$ cat src/rtl/bcd_to_bin_seq.sv
// bcd_to_bin_seq: sequential packed-BCD to binary converter.
// Consumes one BCD digit per clock, most significant digit first,
// accumulating acc = acc*10 + digit. A non-BCD nibble forces a zero result
// and raises err. All outputs are registered.
module bcd_to_bin_seq #(
    parameter int unsigned NDIG = 4,
    parameter int unsigned BW   = 14
) (
    input  logic              clk,
    input  logic              rst_n,
    input  logic              start,
    input  logic [4*NDIG-1:0] bcd_in,
    output logic [BW-1:0]     bin_out,
    output logic              busy,
    output logic              done,
    output logic              err
);

    localparam int unsigned CW = (NDIG > 1) ? $clog2(NDIG) : 1;

    typedef enum logic {
        IDLE,
        CONV
    } state_t;

    state_t            state;
    logic [4*NDIG-1:0] sreg;
    logic [BW-1:0]     acc;
    logic [CW-1:0]     cnt;
    logic              errf;

    logic [3:0]        dig;
    logic              dig_bad;
    logic [BW-1:0]     acc_next;

    // Current digit step: top nibble of the shift register folded into acc.
    always_comb begin
        dig      = sreg[4*NDIG-1 -: 4];
        dig_bad  = (dig > 4'd9);
        acc_next = (acc << 3) + (acc << 1) + BW'(dig);
    end

    // Control FSM, datapath registers and registered outputs.
    always_ff @(posedge clk) begin
        if (!rst_n) begin
            state   <= IDLE;
            sreg    <= '0;
            acc     <= '0;
            cnt     <= '0;
            errf    <= 1'b0;
            bin_out <= '0;
            busy    <= 1'b0;
            done    <= 1'b0;
            err     <= 1'b0;
        end else begin
            done <= 1'b0;
            case (state)
                IDLE: begin
                    if (start) begin
                        sreg  <= bcd_in;
                        acc   <= '0;
                        cnt   <= '0;
                        errf  <= 1'b0;
                        busy  <= 1'b1;
                        state <= CONV;
                    end
                end
                CONV: begin
                    acc  <= acc_next;
                    sreg <= sreg << 4;
                    errf <= errf | dig_bad;
                    if (cnt == CW'(NDIG - 1)) begin
                        // Final digit: its own error bit must be included here.
                        bin_out <= (errf | dig_bad) ? '0 : acc_next;
                        err     <= errf | dig_bad;
                        done    <= 1'b1;
                        busy    <= 1'b0;
                        cnt     <= '0;
                        state   <= IDLE;
                    end else begin
                        cnt <= cnt + CW'(1);
                    end
                end
                default: state <= IDLE;
            endcase
        end
    end

endmodule
$ cat config.mk
export PLATFORM = sky130hd
export DESIGN_NAME = bcd_to_bin_seq
export DESIGN_NICKNAME = d
export VERILOG_FILES = /design/src/rtl/bcd_to_bin_seq.sv
export SDC_FILE = /design/constraint.sdc
export NUM_CORES = 1
export LEC_CHECK = 0
export ABC_AREA = 1
export CAP_MARGIN = 20
export CELL_PAD_IN_SITES_DETAIL_PLACEMENT = 2
export CELL_PAD_IN_SITES_GLOBAL_PLACEMENT = 2
export CORE_MARGIN = 2
export CORE_UTILIZATION = 32
export CTS_BUF_LIST = sky130_fd_sc_hd__clkbuf_8
export DETAILED_ROUTE_END_ITERATION = 10
export PLACE_DENSITY = 0.82
export SYNTH_ARGS = -nofsm -noshare
export SYNTH_HDL_FRONTEND = slang
export SYNTH_SLANG_ARGS = --single-unit
$ cat constraint.sdc
create_clock -name clk -period 2.5 [get_ports clk]
set_clock_uncertainty 0.2 [all_clocks]
set_input_delay 0.5 -clock clk [delete_from_list [all_inputs] [get_ports clk]]
set_output_delay 0.5 -clock clk [all_outputs]
set_load 0.02 [all_outputs]
==> metrics <==
outcome=finished clean; Die Area=9270 um2; RSZ-0062 raised after global routing=no; number of placed I/O pins=36; CP bufs+invs=2; Worst-Margin Slew=449 ps; Final Max Tran Viols=0; Core Footprint=8220 um2; final hold vios=0; row cnt=33; post-synthesis sequential element count=50; fin crit share=0.943; CP most frequent cell=nand2_1; Syn Nets=418; critical path class=flop to flop; DR iter-0 viols=56; Initial Util=0.332; commonest cells after routing, fill and taps aside=nand2_1, inv_1, dfxtp_1, nand3_1, clkdlybuf4s50_1; H-tree Lvls=2; delay-heaviest family, CP=adder cells; clock sink count=50; relative slew slack=0.700; first-pass GRT wire length=14500 um; syn_area_per_cell=7.28 um2; endpoint class of the critical path=flop; PD cells=487 nW/um2; clk_lat worst skew=320 ps; Reg2Reg Setup Slack=140 ps; Clock transition at path regs=110 ps; Critical Path RT=2560 ps; TNS Setup=0 ps; Min Clock Period, post-route=2360 ps; layout cells sized above 1=0.109; number of routed nets with antenna violations=0; Setup crit end=acc[7]; CP Launch Type=flop; Worst R2R Start=acc[2]; Mapped Cells=374; Die H=96.3 um; critical path launch point=acc[2]; Min-Delay Path Class=flop to flop; final net count=457; Cell variety after synth=32; post-layout util=0.410; Syn Std Cell Area=2720 um2; HPWL Detailed=6720 um; gr usage total=0.208; # setup viols final=0; DRC Markers=0; crit-path max FO=3; cts hold-fix bufs=0; largest net degree at the start of global routing=20; Total Routed Length=9050 um; Vias=2616; Register-to-Register Path Depth=11; routability cong.=0.817; clk root buf=clkbuf_8; total CTS buffers=5; CTS tree=done; DR WL/cell=17.4 um; P_leak=1.65 nW; vias in the first global route=2794; commonest non-fill, non-tap cell in the layout=nand2_1; Worst Path Arrival=2420 ps; Seq/Total Area, Yosys=0.367; CTS max path bufs=2; fmax=424 MHz; Crit Reg-Reg Endpoint=acc[7]; DR vias/cell=5.04; crit-path cells=inv_1 -> fa_1 -> inv_1 -> ha_1 -> nand3_1 -> nand3_2 -> nand2_1 -> nand2_1 -> nand2_1 -> nand3_1 -> a21oi_2; Die W=96.3 um; Area Overhead vs Synth=23.7%; initial antenna violation count=0; number of inserted diodes=0; synth warn=0; Crit-path slowest cell=fa_1; DR pass1 iterations=4; CP Depth=11; Overflow after GRT=0; count of input and output buffers=35; CP max stage delay=580 ps; Max-Cap Viols=0; Worst VDD drop=0.313 mV
==> state kept, by name, summed over array words and instances (netlist names) <==
signal and flops:
acc 13, bin_out 14, busy 1, cnt 2, done 1, err 1, errf 1, sreg 16
state 1
==> worst min-delay path by stage <==
stage / start / end / slack [ps] / cells after the start
final: bin_out[13] / bin_out[13] / 260 / 2
after global routing: bin_out[13] / bin_out[13] / 300 / 2
after CTS: bin_out[13] / bin_out[13] / 280 / 2
after detailed placement: bin_out[7] / bin_out[7] / 260 / 2
after global placement: bin_out[13] / bin_out[13] / 240 / 2
after floorplan: cnt[0] / cnt[0] / 230 / 1
==> stage by stage <==
| step | area (um2) | hold WS, ps | power (mW) | worst slack [ps] | instances |
|---|---|---|---|---|---|
| finish | 3370 | 265 | 1.64 | 143 | 519 |
| detailed placement | 3200 | 259 | 1.04 | 49.2 | 510 |
| CTS | 3310 | 277 | 1.66 | 15.5 | 518 |
| global placement | 3200 | 238 | 1.03 | 168 | 510 |
| global route | 3370 | 300 | 1.71 | 14.8 | 519 |
| floorplan | 2720 | 228 | 0.956 | 210 | 374 |
==> cell families after synthesis <==
kind of cell             share of synthesized area
AO/OA/AOI/OAI                                0.106
adder cells (fa/ha/maj)                      0.120
buffers and inverters                       0.0983
AND/OR/NAND/NOR                              0.292
XOR/XNOR                                    0.0161
flip-flops                                   0.367
==> cell usage after synthesis (all sizes together) <==
master | instances | area, um2
nand4 | 2 | 12.5
a21oi | 28 | 155
nor3 | 1 | 5.00
ha | 23 | 288
inv | 48 | 180
clkbuf | 5 | 20.0
nand3 | 41 | 220
nand3b | 3 | 22.5
xnor2 | 3 | 26.3
o21ai | 9 | 45.0
dfxtp | 50 | 1000
a22o | 4 | 35.0
xor2 | 2 | 17.5
clkinv | 1 | 5.00
nor2 | 18 | 80.1
buf | 9 | 62.6
or2 | 2 | 15.0
a22oi | 5 | 37.5
nand2 | 116 | 440
fa | 2 | 40.0
o211ai | 2 | 15.0
==> timing repair <==
item | 4_1_cts | 5_1_grt
resized for setup | 0 | 13
buffers inserted | 0 | 1
endpoints found under the setup margin | 0 | 10
==> worst reg2reg max path, cell delays in order, from the launching register on <==
cell and delay [ps]:
dfxtp_2 340, inv_1 50, fa_1 580, inv_1 60, ha_1 300, nand3_1 90, nand3_2 130, nand2_1 140
nand2_1 80, nand2_1 100, nand3_1 110, a21oi_2 130
==> per-layer routing <==
metal	global-route usage	vias up	share of wire
met1	0.260	1306	0.46
met3	0.0305	6	0.016
li1	-	1276	-
met2	0.373	28	0.52
met5	0	-	0
met4	0.0452	0	0.0077
==> area by class of cell <==
class,count,area (um2)
Clock buffer,5,68.8
Clock inverter,3,47.5
Fill cell,988,4850
Inverter,49,185
Multi-Input combinational cell,261,1490
Sequential cell,50,1010
Tap cell,105,131
Timing Repair Buffer,46,433
==> power by group <==
group          total [mW]  switching, mW  internal [mW]
clock network       0.614          0.310          0.304
registers           0.837         0.0183          0.818
logic               0.189          0.109         0.0799
total                1.64          0.438           1.20
Note: power is estimated with default switching activity, not from simulation.
